<file path="config.mk">
export PLATFORM = sky130hd
export DESIGN_NAME = apb_master
export DESIGN_NICKNAME = d
export VERILOG_FILES = /design/src/rtl/apb_pkg.sv /design/src/rtl/apb_wait_timer.sv /design/src/rtl/apb_master.sv
export SDC_FILE = /design/constraint.sdc
export NUM_CORES = 1
export LEC_CHECK = 0
export BUFFER_PORTS_ARGS = -buffer_cell sky130_fd_sc_hd__buf_2
export CORE_ASPECT_RATIO = 1.75
export CORE_UTILIZATION = 50
export CTS_CLUSTER_DIAMETER = 120
export DETAILED_ROUTE_END_ITERATION = 6
export GPL_TIMING_DRIVEN = 0
export PLACE_DENSITY = 0.83
export SLEW_MARGIN = 20
export SYNTH_ARGS = -nofsm -noshare
export SYNTH_HDL_FRONTEND = slang
export SYNTH_HIERARCHICAL = 1
export SYNTH_SLANG_ARGS = --single-unit
</file>
<file path="constraint.sdc">
create_clock -name PCLK -period 5.5 [get_ports PCLK]
set_input_delay 0.825 -clock PCLK [delete_from_list [all_inputs] [get_ports PCLK]]
set_output_delay 0.825 -clock PCLK [all_outputs]
set_load 0.005 [all_outputs]
</file>
<file path="src/rtl/apb_pkg.sv">
// Shared APB definitions: FSM state encoding, default widths and counter sizing.
package apb_pkg;

  localparam int unsigned ApbAddrWidth = 8;
  localparam int unsigned ApbDataWidth = 32;
  localparam int unsigned ApbTimeout   = 16;

  typedef enum logic [1:0] {
    StIdle   = 2'b00,
    StSetup  = 2'b01,
    StAccess = 2'b10
  } apb_state_e;

  // Bits needed to hold any value in 0..limit; never less than one bit.
  function automatic int unsigned apb_cnt_width(input int unsigned limit);
    return (limit < 1) ? 1 : $clog2(limit + 1);
  endfunction

endpackage

</file>
<file path="src/rtl/apb_wait_timer.sv">
// ACCESS wait-state counter. Counts cycles with enable high, saturating at the
// programmed limit, and flags the cycle whose wait would bring it to that limit.
module apb_wait_timer #(
  parameter int unsigned WIDTH = 5
) (
  input  logic             clk_i,
  input  logic             rst_i,
  input  logic             clear,
  input  logic             enable,
  input  logic [WIDTH-1:0] timeout,
  output logic             expired
);

  logic [WIDTH-1:0] count_q, count_d;
  logic [WIDTH:0]   count_inc;

  assign count_inc = {1'b0, count_q} + {{WIDTH{1'b0}}, 1'b1};

  // Next count: clear wins, otherwise step once per wait cycle up to the limit.
  always_comb begin
    count_d = count_q;
    if (clear) begin
      count_d = '0;
    end else if (enable && (count_q < timeout)) begin
      count_d = count_inc[WIDTH-1:0];
    end
  end

  // Counter register with synchronous reset.
  always_ff @(posedge clk_i) begin
    if (rst_i) begin
      count_q <= '0;
    end else begin
      count_q <= count_d;
    end
  end

  // A zero limit disables expiry altogether.
  assign expired = enable && (timeout != '0) && (count_inc >= {1'b0, timeout});

endmodule

</file>
<file path="src/rtl/apb_master.sv">
// Single-outstanding APB master: accepts one local command in IDLE, runs the
// SETUP/ACCESS handshake, and reports completion or timeout with a one-cycle pulse.
module apb_master
  import apb_pkg::*;
#(
  parameter int unsigned ADDR_WIDTH = ApbAddrWidth,
  parameter int unsigned DATA_WIDTH = ApbDataWidth,
  parameter int unsigned TIMEOUT    = ApbTimeout
) (
  input  logic                  PCLK,
  input  logic                  PRESET,
  // Local command side
  input  logic                  cmd_valid,
  output logic                  cmd_ready,
  input  logic                  cmd_write,
  input  logic [ADDR_WIDTH-1:0] cmd_addr,
  input  logic [DATA_WIDTH-1:0] cmd_wdata,
  // Local response side
  output logic                  rsp_valid,
  output logic [DATA_WIDTH-1:0] rsp_rdata,
  output logic                  rsp_err,
  // APB side
  output logic                  PSEL,
  output logic                  PENABLE,
  output logic                  PWRITE,
  output logic [ADDR_WIDTH-1:0] PADDR,
  output logic [DATA_WIDTH-1:0] PWDATA,
  input  logic                  PREADY,
  input  logic [DATA_WIDTH-1:0] PRDATA
);

  localparam int unsigned CntW = apb_cnt_width(TIMEOUT);

  apb_state_e state_q, state_d;

  logic                  pwrite_q, pwrite_d;
  logic [ADDR_WIDTH-1:0] paddr_q, paddr_d;
  logic [DATA_WIDTH-1:0] pwdata_q, pwdata_d;
  logic                  rsp_valid_q, rsp_valid_d;
  logic [DATA_WIDTH-1:0] rsp_rdata_q, rsp_rdata_d;
  logic                  rsp_err_q, rsp_err_d;

  logic psel, penable, ready;
  logic timer_clear, timer_en, timer_expired;

  // Counter starts from zero on the first ACCESS cycle and only counts stalls.
  assign timer_clear = (state_q == StSetup);
  assign timer_en    = (state_q == StAccess) && !PREADY;

  apb_wait_timer #(
    .WIDTH (CntW)
  ) u_wait_timer (
    .clk_i   (PCLK),
    .rst_i   (PRESET),
    .clear   (timer_clear),
    .enable  (timer_en),
    .timeout (CntW'(TIMEOUT)),
    .expired (timer_expired)
  );

  // Next-state, captured request fields, response and APB strobes.
  always_comb begin
    state_d     = state_q;
    pwrite_d    = pwrite_q;
    paddr_d     = paddr_q;
    pwdata_d    = pwdata_q;
    rsp_valid_d = 1'b0;
    rsp_rdata_d = rsp_rdata_q;
    rsp_err_d   = rsp_err_q;
    psel        = 1'b0;
    penable     = 1'b0;
    ready       = 1'b0;

    unique case (state_q)
      StIdle: begin
        ready = 1'b1;
        if (cmd_valid) begin
          pwrite_d = cmd_write;
          paddr_d  = cmd_addr;
          pwdata_d = cmd_wdata;
          state_d  = StSetup;
        end
      end

      StSetup: begin
        psel    = 1'b1;
        state_d = StAccess;
      end

      StAccess: begin
        psel    = 1'b1;
        penable = 1'b1;
        // PREADY beats a timeout landing in the same cycle.
        if (PREADY) begin
          state_d     = StIdle;
          rsp_valid_d = 1'b1;
          rsp_err_d   = 1'b0;
          rsp_rdata_d = pwrite_q ? '0 : PRDATA;
        end else if (timer_expired) begin
          state_d     = StIdle;
          rsp_valid_d = 1'b1;
          rsp_err_d   = 1'b1;
          rsp_rdata_d = '0;
        end
      end

      default: begin
        // Unreachable encoding: recover to IDLE with everything cleared.
        state_d     = StIdle;
        pwrite_d    = 1'b0;
        paddr_d     = '0;
        pwdata_d    = '0;
        rsp_rdata_d = '0;
        rsp_err_d   = 1'b0;
      end
    endcase
  end

  // State and output registers with synchronous active-high reset.
  always_ff @(posedge PCLK) begin
    if (PRESET) begin
      state_q     <= StIdle;
      pwrite_q    <= 1'b0;
      paddr_q     <= '0;
      pwdata_q    <= '0;
      rsp_valid_q <= 1'b0;
      rsp_rdata_q <= '0;
      rsp_err_q   <= 1'b0;
    end else begin
      state_q     <= state_d;
      pwrite_q    <= pwrite_d;
      paddr_q     <= paddr_d;
      pwdata_q    <= pwdata_d;
      rsp_valid_q <= rsp_valid_d;
      rsp_rdata_q <= rsp_rdata_d;
      rsp_err_q   <= rsp_err_d;
    end
  end

  assign cmd_ready = ready;
  assign PSEL      = psel;
  assign PENABLE   = penable;
  assign PWRITE    = pwrite_q;
  assign PADDR     = paddr_q;
  assign PWDATA    = pwdata_q;
  assign rsp_valid = rsp_valid_q;
  assign rsp_rdata = rsp_rdata_q;
  assign rsp_err   = rsp_err_q;

endmodule

</file>
== Yosys cells after proc, flatten, opt, wreduce, memory -nomap -nowiden ==
Index checks and enable logic that the tools add are counted.
W data, S select, Z words.
Storage, ports and cells
  memories: 0
  bits in registers: 82
  memory bits (read-only): 0
  output and inout bits: 78
  word-level logic and storage cells: 52
  input port bits: 77
  RAM bits: 0
  bits in latches: 0
Operators by class
  eq/ne operators: 4
  divide/modulo/power cells: 0
  bitwise logic cells: 3
  shifts and indexed selects: 0
  magnitude comparators: 2
  multiplexer cells: 22
  multiply operators: 0
  add/subtract/negate cells: 1
  reduce and logical (&&, ||, !) cells: 12
Operator list (number)
  $mux W32: 4
  $pmux W32 S2: 2
  $pmux W8 S2: 1
  $mux W1: 8
  $mux W8: 1
  $reduce_or A2 Y1: 4
  $add A5 B1 Y6 const B: 1
  $ge A6 B5 Y1 const B: 1
  $mux W2: 3
  $pmux W2 S3: 1
  $reduce_and A2 Y1: 3
  $lt A5 B5 Y1 const B: 1
  $pmux W1 S2: 2
  $logic_and A1 B1 Y1: 3
  $ne A3 B3 Y1 const B: 1
  $not A1 Y1: 3
  $eq A2 B1 Y1 const B: 1
  $eq A2 B2 Y1 const B: 1
  $logic_not A2 Y1: 1
  $ne A2 B2 Y1 const B: 1
  $logic_not A1 Y1: 1

== Longest topological paths before layout ==
Gate-level depths: netlist of run 1.
  word-level depth: 6
  gate-level depth with buffers: 12
  depth with buffers taken out: 10

== Hierarchy ==
Netlist of run 1, hierarchy kept.
By module, submodules not included
  apb_master: times used 1, cells an instance 366, sequential area each 1541.5 um^2, area an instance 3240.6 um^2
  apb_wait_timer: times used 1, cells an instance 59, sequential area each 100.1 um^2, area an instance 509.2 um^2

== Worst setup path before layout of run 1 ==
Ideal clock, no wire load.
  path kind: reg2reg
  start: reg u_wait_timer.count_q[0]
  end: reg rsp_rdata_q[10] (netlist: rsp_rdata[10])
  cell stages (with the launch flop): 12
  setup slack: 3.145 ns
  arrival: 2.286 ns
  buffers on the path: 2
  cell sequence: dfxtp_1 -> ha_1 -> xor2_1 -> ha_1 -> a2111oi_0 -> or3_1 -> a21oi_1 -> nor3b_1 -> buf_4 -> clkbuf_1 -> o211ai_1 -> o21ai_1
On the way
  cells in the longest elaborated chain, start to end: 5
Ends and longest elaborated chain
  from (decl): RTL line apb_wait_timer.sv:14  | logic [WIDTH-1:0] count_q, count_d;
  from (signal assigned): RTL line apb_wait_timer.sv:34  | count_q <= count_d;
  $add A5 B1 Y6: RTL line apb_wait_timer.sv:17  | assign count_inc = {1'b0, count_q} + {{WIDTH{1'b0}}, 1'b1};
  via u_wait_timer.count_inc[2]: RTL line apb_wait_timer.sv:15  | logic [WIDTH:0] count_inc;
  $ge A6 B5 Y1: RTL line apb_wait_timer.sv:39  | assign expired = enable && (timeout != '0) && (count_inc >= {1'b0, timeout});
  $logic_and A1 B1 Y1: RTL line apb_wait_timer.sv:39
  via timer_expired: RTL line apb_master.sv:44  | logic timer_clear, timer_en, timer_expired;
  $ne A3 B3 Y1 (no line)
  $reduce_and A2 Y1 (no line)
  to (signal assigned): RTL line apb_master.sv:135  | rsp_rdata_q <= rsp_rdata_d;
  to (decl): RTL line apb_master.sv:40  | logic [DATA_WIDTH-1:0] rsp_rdata_q, rsp_rdata_d;
The timed path passes the listed nets, and every way through them passes these cells.
A chain may end at the register's enable or synchronous reset.

== Final worst setup path of run 1 ==
  start: reg u_wait_timer.count_q[0]
  end: reg rsp_rdata_q[16] (netlist: rsp_rdata[16])
Same word-level chain as after synthesis.

==> flow_metrics.py, run 1 <==
metrics = {
    "global_route": {
        "use_met2_pct": 50.2,
        "grt_pass1_wl_um": 15900,
        "grt_pass1_vias": 3683,
        "gr-total-overflow": 0,
        "top_usage_layer": "met2",
        "met3_usage_pct": 5.27,
        "grt_use_total_pct": 26.2,
        "met1_usage_pct": 25.8,
        "antenna_found_initial": 0,
        "grt_max_degree": 13,
    },
    "clocking": {
        "clock_sinks": 82,
        "cts-root-to-sink-buffers": 2,
        "cts_tree": "yes",
        "clock_latency_ps": 330,
        "ctsRootBufferMaster": "clkbuf_16",
        "clkTransAtPathRegs_ps": 60,
        "postCtsSetupRepairBufs": 0,
        "cts_hold_buffers": 0,
        "cts-buffers-inserted": 9,
        "cts-resized-gates": 0,
        "htree_levels": 3,
    },
    "timing": {
        "slew_viol_final": 0,
        "hold_viol": 0,
        "period_share_pct": 51.9,
        "rsz0062_at_grt": "false",
        "finalClockSkew_ps": 5.71,
        "final-setup-viol-count": 0,
        "worstMarginPinSlew_ps": 619,
        "min_period_ps": 2850,
        "tns_ps": 0,
        "slew_headroom_pct": 58.6,
        "fmax_mhz": 350,
        "whs_ps": 470,
    },
    "drt": {
        "vias_per_cell": 5.68,
        "drc_errors": 0,
        "totalWireLength_um": 10200,
        "ant_nets": 0,
        "first_iter_violations": 168,
        "dr.pass1.iters": 5,
        "wl_per_cell_um": 14.8,
        "routed-via-count": 3911,
    },
    "yosys": {
        "synth_edf_count": 0,
        "yosysMostFrequentCell": "dfxtp_1",
        "yosys_register_bits": 82,
        "ys_seq_area_share_pct": 43.8,
        "yosys-top-cells-area": "dfxtp_1 (44%), nand4b_1 (9.8%), o211ai_1 (6.6%)",
        "syn_inst": 425,
        "synth_area_um2": 3750,
        "synth.top_cells.by_count": "dfxtp_1 (82), o21ai_0 (46), a21oi_1 (43), nand4b_1 (42), clkbuf_1 (38)",
        "syn_area_per_cell_um2": 8.82,
        "yosysTopAreaCell": "dfxtp_1",
        "ys_types": 41,
        "ys.flop_type": "dfxtp_1",
        "yosysTopAreaCellShare_pct": 43.8,
        "async_reset_ff_share_pct": 0,
        "ys_warn_count": 6,
    },
    "finish": {
        "utilization_pct": 68.2,
        "nets": 691,
        "layout-drive-gt1-share_pct": 29.9,
        "antenna_cells": 0,
        "syn2layout_area_growth_pct": 31.5,
        "stdcell_area_um2": 4930,
    },
    "worst_setup_path": {
        "crit_fanout": 10,
        "worstPathArrival_ps": 3120,
        "startpoint_type": "flop",
        "crit_type": "reg -> reg",
        "crit_required_ps": 5760,
        "cp-end-kind": "flop",
    },
    "power": {
        "power.density_nw_per_um2": 388,
        "finalPower_mw": 1.91,
        "p_leak_nw": 2.08,
        "vdd_drop_max_mv": 0.280,
    },
    "floorplan": {
        "num_rows": 41,
        "initial_core_util_pct": 51.8,
        "coreArea_um2": 7230,
        "die-width_um": 67.5,
        "fp.dieH_um": 117,
        "io_pins": 155,
        "die-area_um2": 7860,
    },
    "run": {
        "cap_violations": 0,
    },
    "place": {
        "dpl.hpwl_um": 7860,
        "gp_congestion": 0.794,
        "port_buffers": 153,
        "place_area_um2": 4660,
    },
    "min_path": {
        "hold_class": "reg -> reg",
    },
    "outcome": {
        "status": "completed",
    },
}
[cells by family after synthesis]
logic type / after synthesis / share of synthesized area [%]
AOI/OAI and AO/OA: 165 / 25.2
and+or+nand+nor: 103 / 18.2
DFF: 82 / 43.8
buffers and inverters: 53 / 6.27
adders and majority gates: 16 / 5.34
xor gates and xnor gates: 3 / 0.701
other: 2 / 0.200
muxes: 1 / 0.267
[where the power goes]
part           internal (mW)  total [mW]  switching (mW)
registers              0.660       0.693          0.0324
clock network          0.327       0.553           0.225
logic                  0.265       0.667           0.402
[placed cells by master (no fill, tap or decap), types with 2 or more instances in the layout]
| cell | instances |
|---|---|
| buf_2 | 155 |
| dfxtp_1 | 82 |
| o21ai_0 | 46 |
| a21oi_1 | 43 |
| nand4b_1 | 42 |
| clkbuf_1 | 40 |
| nand2_1 | 35 |
| o211ai_1 | 33 |
| o21ai_1 | 30 |
| ha_1 | 16 |
| conb_1 | 11 |
| clkbuf_16 | 9 |
| inv_1 | 8 |
| o31ai_1 | 5 |
| buf_6 | 4 |
| nor2_1 | 3 |
| or4_1 | 3 |
| a21boi_1 | 3 |
| nor2b_1 | 2 |
| nor3b_1 | 2 |
| or4b_1 | 2 |
| clkbuf_8 | 2 |
| nand3_1 | 2 |
| xnor2_1 | 2 |
| or3_1 | 2 |
[stage by stage]
stage	std cells	setup slack, ps
finish	688	2650
global route	688	2400
CTS	688	2670
detailed placement	673	2700
global placement	673	2840
floorplan	434	3140
[routing by layer]
metal | routed length (um) | vias to the layer above
li1 | - | 1903
met1 | 3860 | 1860
met2 | 5620 | 131
met3 | 496 | 17
met4 | 180 | 0
met5 | 0 | -
[flip-flops by register name (all words and copies together), names as in the netlist]
| signal | flops |
|---|---|
| PADDR | 8 |
| PWRITE | 1 |
| PWDATA | 32 |
| rsp_rdata | 32 |
| rsp_valid | 1 |
| u_wait_timer/count_q | 5 |
| state_q | 2 |
| rsp_err | 1 |
[final timing paths]
kind              depth (start not counted)             to                     from  slack [ps]
setup / recovery                         11  rsp_rdata[16]  u_wait_timer/count_q[0]        2650
hold / removal                            2     PWDATA[27]               PWDATA[27]         470
setup reg to reg                         11  rsp_rdata[16]  u_wait_timer/count_q[0]        2650
hold reg to reg                           2     PWDATA[27]               PWDATA[27]         470
[area by class of cell]
type	instances	area, um2
sequential	82	1640
tap	86	108
inverter	8	30.0
timing repair buffer	153	766
buffer	45	205
fill	588	2300
clock buffer	13	260
clock inverter	2	12.5
multi-input combinational	299	1910
[critical path, stage by stage, from the launching register on]
cell	delay, ps
dfxtp_1	380
ha_1	270
xor2_1	160
ha_1	230
a2111oi_0	360
or3_1	180
a21oi_1	80
nor3b_1	270
buf_4	220
clkbuf_1	360
o211ai_1	160
o21ai_1	110
(Power assumes the default switching activity.)
==> run 2, diff against run 1 <==
--- a/config.mk
+++ b/config.mk
@@ -7,11 +7,11 @@
 export LEC_CHECK = 0
 export BUFFER_PORTS_ARGS = -buffer_cell sky130_fd_sc_hd__buf_2
 export CORE_ASPECT_RATIO = 1.75
-export CORE_UTILIZATION = 50
+export CORE_UTILIZATION = 48
 export CTS_CLUSTER_DIAMETER = 120
 export DETAILED_ROUTE_END_ITERATION = 6
 export GPL_TIMING_DRIVEN = 0
-export PLACE_DENSITY = 0.83
+export PLACE_DENSITY = 0.8
 export SLEW_MARGIN = 20
 export SYNTH_ARGS = -nofsm -noshare
 export SYNTH_HDL_FRONTEND = slang
==> constraint.sdc (replaced) <==
create_clock -name PCLK -period 2.9 [get_ports PCLK]
set_input_delay 0.435 -clock PCLK [delete_from_list [all_inputs] [get_ports PCLK]]
set_output_delay 0.435 -clock PCLK [all_outputs]
set_load 0.005 [all_outputs]
==> run 2 against run 1 <==
  * Worst setup slack got worse by 2400 ps
  * Highest routed layer unchanged
  * Global-route usage rose by 0.52 points
  * Combinational power rose by 92%
==> flow_metrics.py, run 2 (synthesis gave the netlist of run 1 again) <==
metrics = {
    "timing": {
        "hold_viol": 0,
        "whs_ps": 331,
        "final-setup-viol-count": 0,
        "slew_viol_final": 0,
        "slew_headroom_pct": 63.0,
        "tns_ps": 0,
        "min_period_ps": 2660,
        "finalClockSkew_ps": 4.18,
        "fmax_mhz": 375,
        "rsz0062_at_grt": "false",
        "worstMarginPinSlew_ps": 555,
        "period_share_pct": 91.9,
    },
    "finish": {
        "utilization_pct": 65.5,
        "layout.cells.non_filler": 691,
        "layout-drive-gt1-share_pct": 30.8,
        "syn2layout_area_growth_pct": 32.3,
        "seq_area_um2": 1640,
        "nets": 691,
        "antenna_cells": 0,
        "fill_cells": 670,
        "multi_input_area_um2": 1910,
        "final_cell_mix": "buf_2 (155), dfxtp_1 (82), o21ai_0 (46)",
        "final_common_cell": "buf_2",
    },
    "power": {
        "power.density_nw_per_um2": 744,
        "p_leak_nw": 2.10,
        "vdd_drop_max_mv": 0.529,
    },
    "outcome": {
        "status": "completed",
    },
    "floorplan": {
        "num_rows": 42,
        "die-width_um": 68.8,
        "io_pins": 155,
        "initial_core_util_pct": 49.6,
        "fp.dieH_um": 119,
        "die-area_um2": 8180,
        "coreArea_um2": 7570,
    },
    "min_path": {
        "hold_class": "in -> reg",
        "hold_start": "PRDATA[12]",
        "min_path_cells": 3,
        "hold_end": "rsp_rdata[12]",
    },
    "global_route": {
        "grt_max_degree": 14,
        "grt_use_total_pct": 26.7,
        "gr-total-overflow": 0,
        "antenna_found_initial": 0,
        "grt_pass1_vias": 3775,
        "grt_pass1_wl_um": 16700,
    },
    "clocking": {
        "cts-buffers-inserted": 9,
        "cts_hold_buffers": 0,
        "clkTransAtPathRegs_ps": 60,
        "htree_levels": 3,
        "cts-root-to-sink-buffers": 2,
        "clock_sinks": 82,
        "ctsRootBufferMaster": "clkbuf_16",
        "clock_latency_ps": 330,
        "cts_tree": "yes",
        "postCtsSetupRepairBufs": 0,
        "cts-resized-gates": 0,
    },
    "worst_setup_path": {
        "cp-end-kind": "flop",
        "path_cells": "ha_1, nand3_1, xnor2_1, ha_1, o21ai_0, or3_1, a21oi_1, nor3b_2, buf_4, or4b_1, o31ai_1",
        "crit_required_ps": 3150,
        "cp_slowest_cell": "or4b_1",
        "reg2regPathDepth": 11,
        "worstPathArrival_ps": 2910,
        "critPathMaxStageDelay_ps": 470,
        "regToRegEndpoint": "state_q[0]",
        "startpoint_type": "flop",
        "crit_top_cell": "ha_1",
        "crit_type": "reg -> reg",
        "crit_fanout": 10,
        "rr_startpoint": "u_wait_timer/count_q[0]",
        "regToRegSetupSlack_ps": 240,
    },
    "drt": {
        "vias_per_cell": 5.66,
        "wl_per_cell_um": 15.1,
        "first_iter_violations": 170,
        "totalWireLength_um": 10400,
        "ant_nets": 0,
        "routed-via-count": 3912,
        "drc_errors": 0,
        "dr.pass1.iters": 4,
    },
    "run": {
        "cap_violations": 0,
    },
    "place": {
        "gp_congestion": 0.900,
        "dp.cells": 675,
        "port_buffers": 153,
        "dpl.hpwl_um": 8030,
    },
}
[run 2: changes by cell type in the layout (fill, tap and decap cells not counted)]
cell	delta
clkbuf_1	-4
clkbuf_2	+3
clkbuf_8	+1
inv_6	+1
nor3b_1	-1
nor3b_2	+1
[run 2: per-layer routing]
layer  wire length, um  up-vias  part of all wire [%]  track usage [%]
li1                  -     1901                     -                -
met1              3800     1831                    36             28.3
met2              5690      144                    55             46.8
met3               554       36                   5.3             6.51
met4               387        0                   3.7             13.3
met5                 0        -                     0                0
[run 2: critical path, delay by kind of cell, from the launching register on]
kind	cells	cell delay [ps]
AO/OA/AOI/OAI	3	360
XOR/XNOR	1	180
adder cells (fa/ha/maj)	2	400
buffers and inverters	1	180
flip-flops	1	440
AND/OR/NAND/NOR	4	1020
[run 2: worst max-delay path by stage]
stage	from	to	slack, ps
after floorplan	u_wait_timer/count_q[0]	rsp_rdata[10]	540
after global placement	u_wait_timer/count_q[0]	rsp_rdata[17]	210
after detailed placement	u_wait_timer/count_q[0]	rsp_rdata[23]	130
after CTS	u_wait_timer/count_q[0]	rsp_rdata[23]	100
after global routing	u_wait_timer/count_q[0]	state_q[0]	50
final	u_wait_timer/count_q[0]	state_q[0]	240
[run 2: area by class of cell]
class | count | share of cell area, %
multi-input cells | 299 | 38.5
flip-flops and latches | 82 | 33.1
repair buffers | 153 | 15.4
clock buffers | 13 | 5.45
plain buffers | 45 | 4.21
well taps | 88 | 2.22
inverters | 8 | 0.605
clock inverters | 3 | 0.429
[run 2: per-stage QoR]
step                      instance area, um2  worst slack (ps)  power, mW
after floorplan                         3780               545       2.16
after global placement                  4660               211       2.57
after detailed placement                4660               125       2.60
after CTS                               4950              95.2       3.70
after global routing                    4960              50.8       3.90
final                                   4960               236       3.69
[run 2: report_power, final]
| part | leakage [nW] | switching (mW) | internal [mW] |
|---|---|---|---|
| registers | 0.665 | 0.0605 | 1.25 |
| clock network | 0.142 | 0.444 | 0.652 |
| logic | 1.29 | 0.775 | 0.505 |
